File: src/rtl/hilo_muldiv_unit.sv
// Iterative MULT/MULTU/DIV/DIVU unit that writes a 64-bit {hi, lo} result.
// Define MDU_FAST_MULT_EN for a single-cycle array multiply; divide is always iterative.
module hilo_muldiv_unit (
    input  logic        clk,
    input  logic        rst,
    input  logic        start,
    input  logic [1:0]  op,
    input  logic [31:0] src_a,
    input  logic [31:0] src_b,
    input  logic        flush,
    input  logic        hold,
    output logic        busy,
    output logic        done,
    output logic        hl_write_enable,
    output logic [63:0] hl_data
);

    typedef enum logic [1:0] {IDLE, CALC, FIX, DONE} state_t;

    state_t      state, next_state, start_target;
    logic        is_div_r;
    logic [31:0] mag_a, mag_b;
    logic        sign_a, sign_b;
    logic [4:0]  count;
    logic [63:0] acc;

    logic        accept;
    logic        a_neg, b_neg;
    logic [32:0] mul_sum;
    logic [32:0] div_shift, div_diff;
    logic [63:0] acc_step;
    logic [63:0] prod_mag;
    logic [31:0] src_a_raw;
    logic [63:0] fix_result;

    // A new operation is taken from IDLE, or from DONE once write-back is not stalled.
    assign accept = start & ~flush & ((state == IDLE) | ((state == DONE) & ~hold));
    assign a_neg  = ~op[0] & src_a[31];
    assign b_neg  = ~op[0] & src_b[31];

`ifdef MDU_FAST_MULT_EN
    assign start_target = op[1] ? CALC : FIX;
    assign prod_mag     = 64'(mag_a) * 64'(mag_b);
`else
    assign start_target = CALC;
    assign prod_mag     = acc;
`endif

    always_ff @(posedge clk) begin
        if (rst) state <= IDLE;
        else     state <= next_state;
    end

    always_comb begin
        next_state = state;
        unique case (state)
            IDLE: if (accept) next_state = start_target;
            CALC: if (count == 5'd31) next_state = FIX;
            FIX:  next_state = DONE;
            DONE: begin
                if (accept)     next_state = start_target;
                else if (!hold) next_state = IDLE;
            end
            default: next_state = IDLE;
        endcase
        if (flush) next_state = IDLE;
    end

    // Multiply shifts the multiplier out of acc[31:0] while the product grows in
    // from the top; divide shifts the dividend out of the quotient half into the
    // remainder half. The 33-bit difference never overflows because the shifted
    // remainder is always below twice the divisor, so bit 32 is a true borrow.
    always_comb begin
        mul_sum   = {1'b0, acc[63:32]} + {1'b0, (acc[0] ? mag_a : 32'd0)};
        div_shift = {acc[63:32], acc[31]};
        div_diff  = div_shift - {1'b0, mag_b};
        acc_step  = {mul_sum, acc[31:1]};
        if (is_div_r) begin
            if (div_diff[32]) acc_step = {div_shift[31:0], acc[30:0], 1'b0};
            else              acc_step = {div_diff[31:0],  acc[30:0], 1'b1};
        end
    end

    assign src_a_raw = sign_a ? -mag_a : mag_a;

    always_comb begin
        fix_result = 64'd0;
        if (!is_div_r)
            fix_result = (sign_a ^ sign_b) ? -prod_mag : prod_mag;
        else if (mag_b == 32'd0)
            fix_result = {src_a_raw, 32'hFFFF_FFFF};
        else
            fix_result = {(sign_a ? -acc[63:32] : acc[63:32]),
                          ((sign_a ^ sign_b) ? -acc[31:0] : acc[31:0])};
    end

    always_ff @(posedge clk) begin
        if (rst) begin
            is_div_r <= 1'b0;
            mag_a    <= 32'd0;
            mag_b    <= 32'd0;
            sign_a   <= 1'b0;
            sign_b   <= 1'b0;
            count    <= 5'd0;
            acc      <= 64'd0;
            hl_data  <= 64'd0;
        end else begin
            if (accept) begin
                is_div_r <= op[1];
                mag_a    <= a_neg ? -src_a : src_a;
                mag_b    <= b_neg ? -src_b : src_b;
                sign_a   <= a_neg;
                sign_b   <= b_neg;
                count    <= 5'd0;
                acc      <= op[1] ? {32'd0, (a_neg ? -src_a : src_a)}
                                  : {32'd0, (b_neg ? -src_b : src_b)};
            end else if (state == CALC) begin
                count <= count + 5'd1;
                acc   <= acc_step;
            end
            if ((state == FIX) && !flush)
                hl_data <= fix_result;
        end
    end

    assign busy            = (state == CALC) | (state == FIX);
    assign done            = (state == DONE);
    assign hl_write_enable = done & ~hold & ~flush;

endmodule

File: config.mk
export PLATFORM = sky130hd
export DESIGN_NAME = hilo_muldiv_unit
export DESIGN_NICKNAME = d
export VERILOG_FILES = /design/src/rtl/hilo_muldiv_unit.sv
export SDC_FILE = /design/constraint.sdc
export NUM_CORES = 1
export LEC_CHECK = 0
export ABC_AREA = 1
export ABC_CLOCK_PERIOD_IN_PS = 3500
export BUFFER_PORTS_ARGS = -buffer_cell sky130_fd_sc_hd__buf_2
export CAP_MARGIN = 20
export CORE_UTILIZATION = 63
export CTS_CLUSTER_SIZE = 25
export DETAILED_ROUTE_END_ITERATION = 6
export PLACE_DENSITY = 0.83
export SLEW_MARGIN = 20
export SYNTH_ARGS = -nofsm -noshare
export SYNTH_HDL_FRONTEND = slang
export SYNTH_SLANG_ARGS = --single-unit
File: constraint.sdc
create_clock -name clk -period 3.5 [get_ports clk]
set_clock_uncertainty 0.15 [all_clocks]
set_input_delay 0.525 -clock clk [delete_from_list [all_inputs] [get_ports clk]]
set_output_delay 0.525 -clock clk [all_outputs]
set_load 0.03 [all_outputs]
==> results.json, run 1 <==
{
  "pin_count": 138,
  "timing_worst_slew_pin_value_ps": 898,
  "crit_path_cell_trace": "inv_1 > ha_1 > fa_1 > inv_1 > nand2_1 > nand2_1 > nand3_1 > nand2_2 > nand2_1 > nand2_2 > nand2_2 > nand2_2 > nand2_2 > nand2_2 > buf_4 > nand2_1 > nand3_1 > nand3_1 > a21oi_1",
  "route.vias.total": 23400,
  "number_of_enable_type_register_cells_in_the_synthesized_netlist": 0,
  "gp_congestion": 1.10,
  "critical-path-max-stage-delay_ps": 410,
  "cts-root-buf": "sky130_fd_sc_hd__clkbuf_16",
  "setup_tns_ps": 0,
  "timing.final.crit_share_pct": 87.3,
  "nNetsFinal": 3550,
  "dpl.hpwl_mm": 57.2,
  "worst_hold_slack_ps": 131,
  "max_cap_violations": 0,
  "grt_setup_unrepaired": "false",
  "arrival_time_of_the_worst_setup_path_ps": 3380,
  "grt_pass1_vias": 20900,
  "die_w_um": 176,
  "syn2layout_area_growth_pct": 9.40,
  "post_synth_main_area_contributors": "sky130_fd_sc_hd__dfxtp_1 (21%), sky130_fd_sc_hd__nand2_1 (18%), sky130_fd_sc_hd__inv_1 (9.4%), sky130_fd_sc_hd__nand3_1 (7.5%), sky130_fd_sc_hd__nor2_1 (6.5%)",
  "maxClockFrequency_mhz": 327,
  "drtIter0Drc": 3156,
  "pleak_nw": 10.7,
  "clkSlewWorstSetupHoldPaths_ps": 60,
  "slew_violations": 0,
  "cts-resized-gates": 0,
  "crit_top_cell": "sky130_fd_sc_hd__nand2_2",
  "wire_length_of_the_first_global_routing_pass_mm": 112,
  "p_per_area_nw_per_um2": 383,
  "finish.instance_area_um2": 20900,
  "final_cells": 3807,
  "largest_net_degree_at_the_start_of_global_routing": 60,
  "syn-cell-area_um2": 19100,
  "worst_case_vdd_ir_drop_v": 0.000410,
  "post_cts_hold_buffer_count": 0,
  "yosys.area.top_type": "sky130_fd_sc_hd__dfxtp_1",
  "clk_path_buf_depth": 3,
  "clkLatencyLatePin_ps": 550,
  "period_minus_slack_ps": 3050,
  "timing.critical_path.required_ps": 3830,
  "fin_util_pct": 70.4,
  "layout-drive-gt1-share_pct": 9.22,
  "yosys_most_used_dff": "sky130_fd_sc_hd__dfxtp_1",
  "die-height_um": 176,
  "route.antenna.remaining_nets": 0,
  "port_buffers": 137,
  "routed_wl_mm": 73.4,
  "placed_cells": 3766,
  "cp_slowest_cell": "sky130_fd_sc_hd__dfxtp_1",
  "end_kind": "flip-flop",
  "setup-violations-final": 0,
  "cts_made_buffers": 23,
  "tritoncts": "done",
  "ys_async_sr_fraction_pct": 0,
  "start_util_pct": 64.4,
  "coreArea_um2": 29700,
  "initial_antenna_violation_count": 0,
  "synthDistinctLibCells": 61,
  "critPathKind": "reg2reg",
  "yosys_register_bits": 202,
  "grt.overflow.total": 0,
  "num_antenna_cells": 0,
  "placed_cell_area_um2": 20100,
  "cts_h_tree_lvls": 1,
  "finalHoldViolations": 0,
  "setup_slack_ps": 446,
  "cts.repair_timing.setup_buffer_count": 0,
  "synth_sequential_area_ratio_pct": 21.1,
  "drt-pass1-iter-count": 6,
  "hold_path.class": "in2reg",
  "wl_per_cell_um": 19.3,
  "drc": 0,
  "postSynthNetCount": 3464,
  "netlist_instances": 3315,
  "yosysWarnings": 0,
  "status": "finished, final reports clean",
  "crit_path_max_fanout": 31,
  "finalPower_mw": 8.02,
  "postSynthAreaPerCell_um2": 5.77,
  "core.rowCount": 63,
  "startpoint_type": "flip-flop",
  "route.detailed.vias_per_inst": 6.14,
  "timing.max_slew.rel_slack_pct": 40.0,
  "grt_use_total_pct": 46.2,
  "clock-sinks": 202,
  "die_area_um2": 31100,
  "post-place-ws_ps": 518,
  "post-synth-top-area-fraction_pct": 21.1
}
-- path summary, 6_finish.rpt --
check,startpoint,end,slack (ps),cells past startpoint
worst max-delay path,acc[31]$_SDFFE_PP0P_,acc[38]$_SDFFE_PP0P_,450,19
worst min-delay path,src_b[31],mag_b[31]$_SDFFE_PP0P_,130,3
worst min register to register,count[4]$_SDFFE_PP0P_,count[4]$_SDFFE_PP0P_,320,2
worst max register to register,acc[31]$_SDFFE_PP0P_,acc[38]$_SDFFE_PP0P_,450,19
-- routing by layer --
| layer | global-route usage, % | wire (um) | vias to the layer above | share of wire, % |
|---|---|---|---|---|
| met3 | 13.2 | 9810 | 317 | 13 |
| met5 | 0 | 0 | - | 0 |
| met2 | 69.7 | 30500 | 1567 | 41 |
| li1 | - | - | 10900 | - |
| met4 | 28.2 | 5240 | 0 | 7.1 |
| met1 | 58.0 | 27900 | 10600 | 38 |
-- kinds of logic after synthesis --
group	after synthesis	synth area share (%)
adder cells (fa/ha/maj)	78	5.18
flip-flops	202	21.1
XOR/XNOR	112	5.13
buffers and inverters	616	12.8
AO/OA/AOI/OAI	570	17.1
AND/OR/NAND/NOR	1737	38.6
-- worst max-delay path, delay by kind of cell (launching register included) --
kind                     cells  cell delay [ps]
AND/OR/NAND/NOR             13             1100
adder cells (fa/ha/maj)      2              620
buffers and inverters        3              550
flip-flops                   1              410
AO/OA/AOI/OAI                1              140
-- power breakdown --
| group | switching [mW] | internal [mW] | total (mW) |
|---|---|---|---|
| clock | 1.07 | 1.55 | 2.62 |
| sequential | 0.166 | 2.43 | 2.59 |
| combinational | 1.99 | 0.816 | 2.80 |
| total | 3.23 | 4.79 | 8.02 |
-- Yosys cell counts (14+ instances only) --
| master | number |
|---|---|
| sky130_fd_sc_hd__nand2_2 | 20 |
| sky130_fd_sc_hd__dfxtp_1 | 202 |
| sky130_fd_sc_hd__o211ai_1 | 25 |
| sky130_fd_sc_hd__xor2_1 | 93 |
| sky130_fd_sc_hd__nand2_1 | 928 |
| sky130_fd_sc_hd__ha_1 | 76 |
| sky130_fd_sc_hd__inv_1 | 478 |
| sky130_fd_sc_hd__a21oi_1 | 189 |
| sky130_fd_sc_hd__clkbuf_1 | 67 |
| sky130_fd_sc_hd__nor3_1 | 44 |
| sky130_fd_sc_hd__nand4_1 | 60 |
| sky130_fd_sc_hd__nand3_1 | 287 |
| sky130_fd_sc_hd__a31oi_1 | 14 |
| sky130_fd_sc_hd__o21ai_0 | 221 |
| sky130_fd_sc_hd__nor2_1 | 333 |
| sky130_fd_sc_hd__o22ai_1 | 26 |
| sky130_fd_sc_hd__a221oi_1 | 30 |
| sky130_fd_sc_hd__xnor2_1 | 19 |
| sky130_fd_sc_hd__buf_2 | 28 |
| sky130_fd_sc_hd__or2_2 | 16 |
-- layout make-up --
cell class	instances	area (um2)
Clock inverter	6	95.1
Timing Repair Buffer	183	1080
Multi-Input combinational cell	2497	12600
Sequential cell	202	4050
Clock buffer	35	711
Fill cell	2725	8790
Tap cell	390	488
Inverter	494	1860
-- layout by cell type (no fill, tap or decap), types with 15 or more instances in the layout --
master,count
sky130_fd_sc_hd__nand2_1,928
sky130_fd_sc_hd__inv_1,477
sky130_fd_sc_hd__nor2_1,327
sky130_fd_sc_hd__nand3_1,287
sky130_fd_sc_hd__o21ai_0,221
sky130_fd_sc_hd__dfxtp_1,201
sky130_fd_sc_hd__a21oi_1,189
sky130_fd_sc_hd__buf_2,137
sky130_fd_sc_hd__xor2_1,93
sky130_fd_sc_hd__ha_1,76
sky130_fd_sc_hd__nand4_1,60
sky130_fd_sc_hd__nor3_1,44
sky130_fd_sc_hd__buf_4,42
sky130_fd_sc_hd__a221oi_1,30
sky130_fd_sc_hd__o22ai_1,26
sky130_fd_sc_hd__o211ai_1,25
sky130_fd_sc_hd__clkbuf_16,23
sky130_fd_sc_hd__nand2_2,20
sky130_fd_sc_hd__xnor2_1,19
sky130_fd_sc_hd__or2_2,16
sky130_fd_sc_hd__nor2_2,15
-- flip-flops by register name (all words and copies together) (netlist names) --
signal	count
sign_a	1
hl_data	64
mag_b	32
count	5
acc	64
state	2
sign_b	1
mag_a	32
is_div_r	1
Power figures use the tool's default switching activity.
==> inputs of run 2 (changes only) <==
Settings changed: ABC_AREA 1 to not set, CORE_UTILIZATION 63 to 62, PLACE_DENSITY 0.83 to not set, PLACE_DENSITY_LB_ADDON set to 0.12.
==> results.json, run 2 <==
{
  "netlist_instances": 2308,
  "drtIter0Drc": 2366,
  "arrival_time_of_the_worst_setup_path_ps": 3720,
  "cts_h_tree_lvls": 1,
  "p_per_area_nw_per_um2": 383,
  "timing.critical_path.required_ps": 3750,
  "finalHoldViolations": 0,
  "tritoncts": "done",
  "proportion_of_power_drawn_by_the_clock_network_pct": 38.7,
  "slew_violations": 0,
  "yosys_register_bits": 202,
  "number_of_enable_type_register_cells_in_the_synthesized_netlist": 0,
  "p_seq_share_pct": 33.1,
  "setup-violations-final": 0,
  "setup_slack_ps": 39.1,
  "power.internal_mw": 5.02,
  "maxClockFrequency_mhz": 289,
  "power.share.combinational_pct": 28.2,
  "critical_path.reg2reg.startpoint": "mag_b[7]$_SDFFE_PP0P_",
  "clk_path_buf_depth": 3,
  "post-place-ws_ps": -3.97,
  "status": "finished, violations left",
  "dpl.hpwl_mm": 48.4,
  "placed_cell_area_um2": 18700,
  "synth_xor_xnor_area_share_pct": 11.1,
  "hold_path_end": "state[1]$_SDFFE_PP0P_",
  "postSynthNetCount": 2457,
  "pin_count": 138,
  "largest_net_degree_at_the_start_of_global_routing": 152,
  "wire_length_of_the_first_global_routing_pass_mm": 97.7,
  "end_kind": "flip-flop",
  "mostFrequentLayoutCell": "sky130_fd_sc_hd__nor2_1",
  "post-synth-top-area-fraction_pct": 23.9,
  "post-synth-top-count-cell": "sky130_fd_sc_hd__nor2_1",
  "timing.final.crit_share_pct": 98.9,
  "clkLatencyLatePin_ps": 560,
  "synth_top_family_by_area": "compound AO/OA/AOI/OAI gates",
  "cts_made_buffers": 25,
  "synthDistinctLibCells": 81,
  "setup_tns_ps": 0,
  "drc": 2,
  "power_switching_share_pct": 33.9,
  "grt_pass1_vias": 17600,
  "coreArea_um2": 26900,
  "initial_antenna_violation_count": 2,
  "postSynthAreaPerCell_um2": 7.32,
  "synth-simple-area-share_pct": 21.8,
  "layout-drive-gt1-share_pct": 16.9,
  "yosysWarnings": 0,
  "worst_hold_startpoint": "flush",
  "min_path_cells": 2,
  "synthTopCellsByCount": "sky130_fd_sc_hd__nor2_1 (277), sky130_fd_sc_hd__dfxtp_1 (202), sky130_fd_sc_hd__nand2_1 (195)",
  "post_synth_main_area_contributors": "sky130_fd_sc_hd__dfxtp_1 (24%), sky130_fd_sc_hd__xnor2_1 (6.6%), sky130_fd_sc_hd__nor2_1 (6.2%), sky130_fd_sc_hd__ha_1 (5.6%), sky130_fd_sc_hd__a21oi_1 (5.5%)",
  "routed_wl_mm": 64.1,
  "worst_setup_path_startpoint": "mag_b[7]$_SDFFE_PP0P_",
  "clkSlewWorstSetupHoldPaths_ps": 60,
  "die-height_um": 167,
  "synth_adder_area_share_pct": 5.86,
  "drt-pass1-iter-count": 7,
  "gp_congestion": 1.04,
  "die_w_um": 167,
  "ys_async_sr_fraction_pct": 0,
  "layout.cells.most_common_list": "sky130_fd_sc_hd__nor2_1 (275), sky130_fd_sc_hd__dfxtp_1 (200), sky130_fd_sc_hd__nand2_1 (195)",
  "period_minus_slack_ps": 3460,
  "route.antenna.remaining_nets": 0,
  "max_cap_violations": 0,
  "nNetsFinal": 2611,
  "fin_util_pct": 73.8,
  "finish.instance_area_um2": 19800,
  "worstReg2RegEnd": "hl_data[55]$_SDFFE_PP0P_",
  "worst_case_vdd_ir_drop_v": 0.000417,
  "syn-cell-area_um2": 16900,
  "yosys.area.top_type": "sky130_fd_sc_hd__dfxtp_1",
  "cts-root-buf": "sky130_fd_sc_hd__clkbuf_16",
  "violated_checks": "design-rule violations",
  "timing_worst_slew_pin_value_ps": 890,
  "die_area_um2": 27900,
  "synth_sequential_area_ratio_pct": 23.9,
  "grt_use_total_pct": 44.6,
  "grt.overflow.total": 0,
  "reg2reg_depth": 9,
  "yosys_most_used_dff": "sky130_fd_sc_hd__dfxtp_1",
  "hold_path.class": "in2reg",
  "start_util_pct": 62.9,
  "timing.max_slew.rel_slack_pct": 40.6,
  "reg.largest.list": "acc x64, hl_data x64",
  "wl_per_cell_um": 22.7,
  "route.vias.total": 19000,
  "clock-sinks": 202,
  "p_switching_mw": 2.57,
  "crit_path_max_fanout": 24,
  "syn2layout_area_growth_pct": 17.3,
  "core.rowCount": 60,
  "synth.mux.area_fraction_pct": 4.57,
  "startpoint_type": "flip-flop",
  "route.detailed.vias_per_inst": 6.72,
  "register_to_register_setup_slack_ps": 40,
  "port_buffers": 137,
  "grt_setup_unrepaired": "true",
  "synth_compound_area_share_pct": 27.0,
  "critPathKind": "reg2reg",
  "pleak_nw": 7.99
}
## run 2: power groups by stage
| stage | Clock, mW | Combinational (mW) | Sequential (mW) |
|---|---|---|---|
| final | 2.93 | 2.14 | 2.51 |
| after global routing | 3.02 | 2.28 | 2.52 |
| after CTS | 2.93 | 2.03 | 2.50 |
| after detailed placement | 0 | 2.01 | 2.55 |
| after global placement | 0 | 1.98 | 2.55 |
| after floorplan | 0 | 1.29 | 2.53 |
## run 2: kinds of logic after synthesis
group | Yosys count
buffers and inverters | 256
multiplexers | 72
adder cells (fa/ha/maj) | 78
flip-flops | 202
AO/OA/AOI/OAI | 699
XOR/XNOR | 215
AND/OR/NAND/NOR | 786
## run 2: area by class of cell
class	count	area, um2
inverters	73	274
repair buffers	309	2040
flip-flops and latches	202	4050
well taps	341	427
multi-input cells	1851	12100
clock inverters	12	218
clock buffers	34	709
diodes	2	5.00
fillers	2166	7050
## run 2: critical path, cell delays in order (launching register included)
cell	delay, ps
sky130_fd_sc_hd__dfxtp_1	340
sky130_fd_sc_hd__buf_4	150
sky130_fd_sc_hd__nor4_1	500
sky130_fd_sc_hd__nand4_1	420
sky130_fd_sc_hd__or2_2	530
sky130_fd_sc_hd__buf_4	280
sky130_fd_sc_hd__nor3_1	290
sky130_fd_sc_hd__a211oi_1	90
sky130_fd_sc_hd__a311oi_1	460
sky130_fd_sc_hd__nor3_1	90
## run 2: worst max-delay path by stage
| stage | end | slack, ps |
|---|---|---|
| after global placement | acc[62]$_SDFFE_PP0P_ | 100 |
| after global routing | acc[63]$_SDFFE_PP0P_ | -70 |
| after CTS | acc[57]$_SDFFE_PP0P_ | 30 |
| after floorplan | acc[47]$_SDFFE_PP0P_ | -2 |
| final | hl_data[55]$_SDFFE_PP0P_ | 40 |
| after detailed placement | acc[35]$_SDFFE_PP0P_ | -4 |
## run 2: what timing repair did
item	CTS	global route
gates resized for setup	3	26
setup buffers	0	5
setup endpoints to repair	4	32
gates cloned	0	1
hold buffers	0	0
pin swaps	0	7
## run 2: per-stage QoR
stage	hold WS (ps)	instances	total power, mW
after global placement	287	2770	4.53
after global routing	118	2822	7.82
after detailed placement	288	2770	4.56
after CTS	102	2816	7.46
after floorplan	299	2308	3.82
final	102	2824	7.59
## run 2: layer usage
metal	global-route usage, %	part of all wire (%)	vias to the layer above
li1	-	-	8655
met1	54.9	39	8903
met2	72.1	44	1146
met3	7.33	9.2	287
met4	29.5	7.9	0
met5	0	0	-
